**src/rtl/ir_pkg.sv**
```systemverilog
// Shared instruction-word layout and opcode map for the instruction register and its decoder.
package ir_pkg;

    localparam int INSTR_W = 16;

    localparam int OPC_MSB = 15;
    localparam int OPC_LSB = 12;
    localparam int RD_MSB  = 11;
    localparam int RD_LSB  = 8;
    localparam int RS1_MSB = 7;
    localparam int RS1_LSB = 4;
    localparam int RS2_MSB = 3;
    localparam int RS2_LSB = 0;
    localparam int IMM_MSB = 7;
    localparam int IMM_LSB = 0;

    typedef enum logic [3:0] {
        OP_NOP  = 4'h0,
        OP_ADD  = 4'h1,
        OP_SUB  = 4'h2,
        OP_AND  = 4'h3,
        OP_OR   = 4'h4,
        OP_XOR  = 4'h5,
        OP_SHL  = 4'h6,
        OP_SHR  = 4'h7,
        OP_LD   = 4'h8,
        OP_ST   = 4'h9,
        OP_LDI  = 4'hA,
        OP_JMP  = 4'hB,
        OP_BEQ  = 4'hC,
        OP_BNE  = 4'hD,
        OP_ILL  = 4'hE,
        OP_HALT = 4'hF
    } opcode_e;

    function automatic logic [INSTR_W-1:0] sext8(input logic [7:0] b);
        return {{(INSTR_W-8){b[7]}}, b};
    endfunction

endpackage

```
**src/rtl/ir_decode.sv**
```systemverilog
// Combinational field slicing, sign extension and instruction-class flags for one instruction word.
module ir_decode
    import ir_pkg::*;
(
    input  logic [INSTR_W-1:0] instr,
    output logic [3:0]         opcode,
    output logic [3:0]         rd,
    output logic [3:0]         rs1,
    output logic [3:0]         rs2,
    output logic [7:0]         imm8,
    output logic [INSTR_W-1:0] simm16,
    output logic               is_alu,
    output logic               is_mem,
    output logic               is_load,
    output logic               is_store,
    output logic               is_imm,
    output logic               is_branch,
    output logic               is_halt,
    output logic               is_illegal
);

    assign opcode = instr[OPC_MSB:OPC_LSB];
    assign rd     = instr[RD_MSB:RD_LSB];
    assign rs1    = instr[RS1_MSB:RS1_LSB];
    assign rs2    = instr[RS2_MSB:RS2_LSB];
    assign imm8   = instr[IMM_MSB:IMM_LSB];
    assign simm16 = sext8(instr[IMM_MSB:IMM_LSB]);

    // Exactly one class per opcode; NOP leaves every flag low.
    always_comb begin
        is_alu     = 1'b0;
        is_mem     = 1'b0;
        is_load    = 1'b0;
        is_store   = 1'b0;
        is_imm     = 1'b0;
        is_branch  = 1'b0;
        is_halt    = 1'b0;
        is_illegal = 1'b0;
        case (opcode_e'(instr[OPC_MSB:OPC_LSB]))
            OP_ADD, OP_SUB, OP_AND, OP_OR,
            OP_XOR, OP_SHL, OP_SHR:  is_alu = 1'b1;
            OP_LD: begin
                is_mem  = 1'b1;
                is_load = 1'b1;
            end
            OP_ST: begin
                is_mem   = 1'b1;
                is_store = 1'b1;
            end
            OP_LDI:                  is_imm = 1'b1;
            OP_JMP, OP_BEQ, OP_BNE:  is_branch = 1'b1;
            OP_ILL:                  is_illegal = 1'b1;
            OP_HALT:                 is_halt = 1'b1;
            default: ;
        endcase
    end

endmodule

```
**src/rtl/ir.sv**
```systemverilog
// Instruction register: captures the instruction-memory word every edge and exposes its decoded fields.
module ir
    import ir_pkg::*;
(
    input  logic               clk,
    input  logic               rst,
    input  logic [INSTR_W-1:0] d_in,
    output logic [INSTR_W-1:0] d_out,
    output logic [3:0]         opcode,
    output logic [3:0]         rd,
    output logic [3:0]         rs1,
    output logic [3:0]         rs2,
    output logic [7:0]         imm8,
    output logic [INSTR_W-1:0] simm16,
    output logic               is_alu,
    output logic               is_mem,
    output logic               is_load,
    output logic               is_store,
    output logic               is_imm,
    output logic               is_branch,
    output logic               is_halt,
    output logic               is_illegal
);

    always_ff @(posedge clk) begin
        if (!rst) d_out <= '0;
        else      d_out <= d_in;
    end

    // Decode from the held word only so d_in activity between edges never reaches the outputs.
    ir_decode u_decode (
        .instr      (d_out),
        .opcode     (opcode),
        .rd         (rd),
        .rs1        (rs1),
        .rs2        (rs2),
        .imm8       (imm8),
        .simm16     (simm16),
        .is_alu     (is_alu),
        .is_mem     (is_mem),
        .is_load    (is_load),
        .is_store   (is_store),
        .is_imm     (is_imm),
        .is_branch  (is_branch),
        .is_halt    (is_halt),
        .is_illegal (is_illegal)
    );

endmodule

```
**config.mk**
```make
export PLATFORM = sky130hd
export DESIGN_NAME = ir
export DESIGN_NICKNAME = d
export VERILOG_FILES = /design/src/rtl/ir_pkg.sv /design/src/rtl/ir_decode.sv /design/src/rtl/ir.sv
export SDC_FILE = /design/constraint.sdc
export NUM_CORES = 1
export LEC_CHECK = 0
export BUFFER_PORTS_ARGS = -buffer_cell sky130_fd_sc_hd__buf_2
export CAP_MARGIN = 20
export CORE_MARGIN = 2
export CORE_UTILIZATION = 33
export CTS_BUF_LIST = sky130_fd_sc_hd__clkbuf_4
export DETAILED_ROUTE_END_ITERATION = 10
export PLACE_DENSITY_LB_ADDON = 0.05
export SLEW_MARGIN = 10
export SYNTH_ARGS = -nofsm -noshare
export SYNTH_HDL_FRONTEND = slang
export SYNTH_SLANG_ARGS = --single-unit
export TNS_END_PERCENT = 30
```
**constraint.sdc**
```tcl
create_clock -name clk -period 0.85 [get_ports clk]
set_input_delay 0.1275 -clock clk [delete_from_list [all_inputs] [get_ports clk]]
set_output_delay 0.1275 -clock clk [all_outputs]
set_load 0.1 [all_outputs]
```
==> results.md, run 1 <==
* Status: did not finish
* Failed at: detailed placement
* Error Message: Error: detail_place.tcl, 38 bad optional access
* # rows at 17
* Seq cells post-synth at 16
* Num ports at 82
* Die X at 53.49 um
* Die Y at 53.49 um
* Final GP Congestion at 0.6769
* Largest cells by area after synthesis: dfxtp_1 (40%), buf_4 (37%), and2_1 (14%)
* Syn nets at 104
* Area leader, netlist: dfxtp_1
* Seq/Total Area, Yosys at 0.3963
* Post-Syn Area per Cell at 9.399 um2
* Post-Syn Area at about 810 um2
* Ys Warns at 0
* IO buf count at 81
* Netlist cell types at 13
* Cells after Synth at 86
* Synth top area share at 0.3963
* Initial Util at 0.3585
per-stage QoR:
stage | worst slack [ns] | TNS, ns | std cells | hold WS (ns)
after floorplan | -1.265 | -28.20 | 86 | 0.2484
after global placement | -0.1749 | -1.179 | 171 | 0.3310
Yosys cell counts (all sizes together):
master / n
and4bb: 1
inv: 1
nand3: 1
and2: 18
nor3: 1
nor2: 3
nor3b: 1
nand3b: 1
dfxtp: 16
nand2: 1
buf: 41
nand4b: 1
kinds of logic after synthesis:
family	count (synthesis)	share of synthesized area
flops	16	0.3963
simple gates	28	0.2213
buf+inv	42	0.3823
==> run 2: changes to the inputs <==
Settings changed: CORE_AREA from default to 2 2 63 65, CORE_MARGIN 2 to default, CORE_UTILIZATION 33 to default, CTS_BUF_LIST sky130_fd_sc_hd__clkbuf_4 to default, DIE_AREA from default to 0 0 65 67, PLACE_DENSITY_LB_ADDON 0.05 to 0.15.
Clock period 0.85 ns to 1.1 ns, I/O delays scaled along.
==> run 2 against run 1 <==
Compared with the run above: the flow now finishes, with violations (setup timing); synthesized cell count unchanged; synthesized area unchanged.
==> results.md, run 2 <==
* Status: complete, but fails checks
* Failing checks: setup timing
* Period minus WS final at 1.438 ns
* Fmax at 695.5 MHz
* Crit path kind: reg -> out
* Netlist cell types at 13 (unchanged)
* Share of post-route cells with drive strength above 1 at 0.8367
* Total GRT Usage at 0.1213
* Seq/Total Area, Yosys at 0.3963 (unchanged)
* Hold_buf cts at 0
* Crit path max-delay family: simple AND/OR/NAND/NOR gates
* CP cell instances: buf_12 -> nor3b_4 -> and2_4 -> buf_12
* First-pass GRT wire length at between 3000 and 4000 um
* Worst setup EP type: output port
* TritonCTS buffer count at 3
* P&R area growth vs syn at 182.7%
* N_diodes at 0
* Final #Nets at ~170
* Vias at 728
* Placed inst area at ~2000 um2
* Crit path from: d_out[13]$_SDFF_PN0_
* IO buf count at 81 (unchanged)
* Die X at 65 um (+22%)
* End of the critical path: is_store
* Final GP Congestion at 0.6230 (-8.0%)
* Critical-path maximum fanout at 5
* Clock net sink count at 16
* FFs w/ async S/R, synth at 0 (unchanged)
* Seq cells post-synth at 16 (unchanged)
* Core Area at ~3600 um2
* Fin crit share at 1.307
* Leading cell type in the layout, fill and taps excluded: buf_12
* GRT overflow at 0
* Slew headroom at 0.8479
* Clock buffer depth at 2
* CTS tree: yes
* Max Slew Vio Count at 0
* Tot Pwr at around 2.7 mW
* Syn nets at 104 (unchanged)
* Via-per-instance ratio at 3.733
* Pleak at 0.9798 nW
* Post-Syn Area at 808.3 um2 (unchanged)
* Post-Syn Area per Cell at 9.399 um2 (unchanged)
* Most frequent cells in the layout: buf_12 (68), buf_2 (17), and2_1 (16)
* Die ar. at approximately 4400 um2
* Top Registers: d_out (16)
* Final Hold Fails at 0
* Crit path largest cell delay at between 0.3 and 0.4 ns
* Critical path depth at 4
* Worst-path clk slew at 0.06 ns
* Remaining DRCs at 0
* Initial Util at 0.2241 (-0.1343)
* Vias in the first global route at 732
* DRT Wirelength at 2546 um
* Number of synthesized flops with an enable pin at 0 (unchanged)
* Max cap viols at 0
* Drt wl/cell at 13.06 um
* Iter 0 DRT Violations at 18
* Critical path startpoint category: flop
* Largest net degree at the start of global routing at 17
* Crit path arrival time at 1.27 ns
* Post-synth top cells: buf_4 (40), and2_1 (18), dfxtp_1 (16), nor2_1 (3)
* Worst-Margin Slew at ~0.23 ns
* Multi-input gate area at 232.7 um2
* Register area at 365.4 um2
* Critical Path RT at 0.94 ns
* Final Cell Area at 2285 um2
* Max VDD drop at 0.7174 mV
* Most numerous cell in the Yosys netlist: buf_4
* Die Y at 67 um (+25%)
* Setup-failing EPs final at 28
* Ys Warns at 0 (unchanged)
* Primary FF master, synth: dfxtp_1
* Cells after Synth at 86 (unchanged)
* Post-DP HPWL at 2094 um
* H-tree Lvls at 1
* Largest Register: d_out
* Hold Path Class: in -> reg
* Clock root buffer: clkbuf_8
* Hold WS at 0.1171 ns
* Crit-path slowest cell: dfxtp_4
* # rows at 22 (+5)
* Buffer and inverter count on the worst path at 2
* Final-layout fill cell count at ~270
* 1st-pass router iterations at 3
* Pwr Density at 1172 nW/um2
* Final worst slack at -0.3379 ns
* Largest register FFs at 16
* RSZ-0062 raised after global routing: yes
* Largest cells by area after synthesis: dfxtp_1 (40%), buf_4 (37%), and2_1 (14%)
* Antenna violations before repair at 0
* Num ports at 82 (unchanged)
* Final ANT Viol Nets at 0
* Most frequent CP cell: buf_12
* Synth top area share at 0.3963 (unchanged)
* Sum Neg Setup Slack at -3.324 ns
* Area leader, netlist: dfxtp_1
-- run 2: cell counts after synthesis --
Identical to the previous run, type by type.
-- run 2: area by class of cell --
| type | count | share of cell area |
|---|---|---|
| Sequential cell | 16 | 0.1599 |
| Inverter | 1 | 0.001643 |
| Clock buffer | 3 | 0.01807 |
| Multi-Input combinational cell | 28 | 0.1019 |
| Clock inverter | 1 | 0.001643 |
| Tap cell | 48 | 0.02629 |
| Timing Repair Buffer | 98 | 0.6906 |
-- run 2: what timing repair did --
action                                  CTS  global route
endpoints found under the setup margin   56            55
gates resized for setup                  19             9
setup buffers                             7             3
pin swaps                                 4             2
endpoints found under the hold margin     0             0
-- run 2: logic make-up after synthesis --
family | after synthesis | synth area share
and+or+nand+nor | 28 | 0.2213
buffers and inverters | 42 | 0.3823
DFF | 16 | 0.3963
-- run 2: worst min-delay path by stage --
stage	from	endpoint	slack (ns)	depth (start not counted)
floorplan	rst	d_out[12]$_SDFF_PN0_	0.29	1
global placement	d_in[11]	d_out[11]$_SDFF_PN0_	0.37	2
detailed placement	d_in[11]	d_out[11]$_SDFF_PN0_	0.37	2
CTS	d_in[10]	d_out[10]$_SDFF_PN0_	0.11	2
global route	d_in[5]	d_out[5]$_SDFF_PN0_	0.10	2
finish	d_in[11]	d_out[11]$_SDFF_PN0_	0.12	2
-- run 2: metal layers --
metal / GRT usage / routed length [um] / up-vias
met4: 0.06383 / 31 / 0
li1: - / - / 349
met1: 0.1166 / 821 / 336
met5: 0 / 0 / -
met2: 0.2216 / 1445 / 41
met3: 0.04899 / 247 / 2
-- run 2: where the power goes --
| part | internal (mW) | switching (mW) |
|---|---|---|
| Combinational | 0.559 | 1.00 |
| Clock | 0.247 | 0.199 |
| Sequential | 0.600 | 0.0729 |
-- run 2: per-stage QoR --
step,util,setup slack (ns),cells
floorplan,-,-1.053,86
global placement,0.5677,-0.07356,182
detailed placement,0.5677,-0.08999,182
CTS,0.6235,-0.3389,193
global route,0.6336,-0.4051,195
finish,0.6336,-0.3379,195
Power figures use the tool's default switching activity.
==> run 3: changes to the inputs <==
Settings changed: PLACE_DENSITY_LB_ADDON 0.15 to default, RECOVER_POWER from default to 100.
==> run 3 against run 2 <==
Compared with the run above: the flow still finishes with violations (setup timing); sequential share of layout area up 0.93 points; setup slack improved by 0.080 ns; clock power decreased by 2%; utilization down 5.9 points; critical path depth is 1 lower; largest cell class unchanged; hold slack better by 0.0079 ns.
==> results.md, run 3 (synthesis gave the netlist of run 2 again) <==
* 1st-pass router iterations at 2 (-1)
* Post-DP HPWL at 2164 um (+3.4%)
* Crit path from: d_out[14]$_SDFF_PN0_
* Total GRT Usage at 0.1161 (-0.005270)
* Worst-Margin Slew at 0.4933 ns (+0.2651 ns)
* Top Registers: d_out (16)
* Max Slew Vio Count at 0 (unchanged)
* Die ar. at 4355 um2 (unchanged)
* Buffer and inverter count on the worst path at 1 (-1)
* Hold Startpoint: d_in[9]
* Num ports at 82 (unchanged)
* # rows at 22 (unchanged)
* Final Hold Fails at 0 (unchanged)
* Hold Path Class: in -> reg
* Critical path startpoint category: flop
* Leading cell type in the layout, fill and taps excluded: buf_12
* Worst-path clk slew at 0.06 ns (about the same)
* Crit path arrival time at 1.19 ns (-0.08 ns)
* Iter 0 DRT Violations at 2 (-16)
* Die X at 65 um (unchanged)
* Share of post-route cells with drive strength above 1 at 0.8112 (-0.02555)
* Via-per-instance ratio at 3.702 (-0.85%)
* Antenna violations before repair at 0 (unchanged)
* Worst setup EP type: output port
* Largest net degree at the start of global routing at 17 (unchanged)
* Pleak at 0.9016 nW (-8.0%)
* Final ANT Viol Nets at 0 (unchanged)
* Clock root buffer: clkbuf_8
* Crit path largest cell delay at 0.37 ns (+0.02 ns)
* Failing checks: setup timing
* Drt wl/cell at 12.67 um (-3.0%)
* Vias at 707 (-2.9%)
* Initial Util at 0.2241 (unchanged)
* Clock buffer depth at 2 (unchanged)
* RSZ-0062 raised after global routing: yes
* N_diodes at 0 (unchanged)
* Setup-failing EPs final at 14 (-50%)
* Crit path max-delay family: simple AND/OR/NAND/NOR gates
* P&R area growth vs syn at 156.2%
* Sum Neg Setup Slack at -1.915 ns (+1.409 ns)
* TritonCTS buffer count at 3 (unchanged)
* Die Y at 67 um (unchanged)
* First-pass GRT wire length at 3739 um (-3.9%)
* Crit-path slowest cell: dfxtp_4
* CTS tree: yes
* Status: complete, but fails checks
* GRT overflow at 0 (unchanged)
* Fin crit share at 1.235 (-0.07250)
* Largest Register: d_out
* DRT Wirelength at 2420 um (-4.9%)
* Final worst slack at -0.2581 ns (+0.07975 ns)
* Period minus WS final at 1.358 ns (-0.07975 ns)
* Max cap viols at 0 (unchanged)
* Critical-path maximum fanout at 7 (+2)
* Remaining DRCs at 0 (unchanged)
* Final #Nets at 162 (-2.4%)
* Pwr Density at 1247 nW/um2 (+6.4%)
* Most frequent cells in the layout: buf_12 (50), buf_2 (16), buf_6 (15)
* Slew headroom at 0.6712 (-0.1767)
* Final Cell Area at 2071 um2 (-9.4%)
* Vias in the first global route at 737 (+0.68%)
* Largest register FFs at 16 (unchanged)
* Final GP Congestion at 0.7245 (+16%)
* Fmax at 736.3 MHz (+5.9%)
* Clock net sink count at 16 (unchanged)
* CP cell instances: nor3b_4 -> and2_4 -> buf_12
* Final-layout fill cell count at 296 (+10%)
* IO buf count at 81 (unchanged)
* Crit path kind: reg -> out
* Placed inst area at 2057 um2 (+0.49%)
* Register area at 350.3 um2 (-4.1%)
* Max VDD drop at 0.5871 mV (-18%)
* Core Area at 3606 um2 (unchanged)
* Place WS at -0.03473 ns (+0.05525 ns)
* H-tree Lvls at 1 (unchanged)
* Multi-input gate area at 230.2 um2 (-1.1%)
* Critical Path RT at 0.94 ns (about the same)
## run 3: cell count changes in the layout (fill, tap and decap cells not counted), moves of 3 or more
cell	change
and2_0	+7
and2_1	-7
buf_12	-18
buf_6	+8
buf_8	+4
dfxtp_2	+3
dfxtp_4	-5
## run 3: layer usage
layer	vias up	track usage	share of wire
met5	-	0	0
met4	0	0.03989	0.0033
met3	2	0.04223	0.11
met2	45	0.2474	0.60
met1	319	0.09451	0.28
li1	341	-	-
## run 3: final timing paths
| path | slack, ns | endpoint | cells past startpoint |
|---|---|---|---|
| worst max-delay path | -0.26 | is_store | 3 |
| worst min-delay path | 0.13 | d_out[9]$_SDFF_PN0_ | 2 |
## run 3: power breakdown
group / switching, mW / leakage, nW / internal [mW]
sequential: 0.0560 / 0.138 / 0.607
clock: 0.180 / 0.0228 / 0.256
combinational: 0.999 / 0.741 / 0.485
## run 3: per-stage QoR
step,std cells,utilization,power [mW],hold slack [ns]
6_report,191,0.5743,2.583,0.1250
4_1_cts,189,0.6006,2.675,0.1150
5_1_grt,191,0.5743,2.675,0.1180
3_5_place_dp,183,0.5704,2.195,0.3731
3_3_place_gp,183,0.5704,2.179,0.3711
2_1_floorplan,86,-,1.682,0.2859
## run 3: what timing repair did
item                       in CTS  in global routing
resized for setup               9                  5
setup buffers                   2                  2
setup endpoints to repair      51                 39
hold buffers                    0                  0
pin swaps                       1                  0
## run 3: area by class of cell
| type | instances | share of cell area |
|---|---|---|
| repair buffers | 94 | 0.6671 |
| inverters | 1 | 0.001813 |
| well taps | 48 | 0.02900 |
| clock buffers | 4 | 0.02175 |
| flip-flops and latches | 16 | 0.1692 |
| multi-input cells | 28 | 0.1112 |
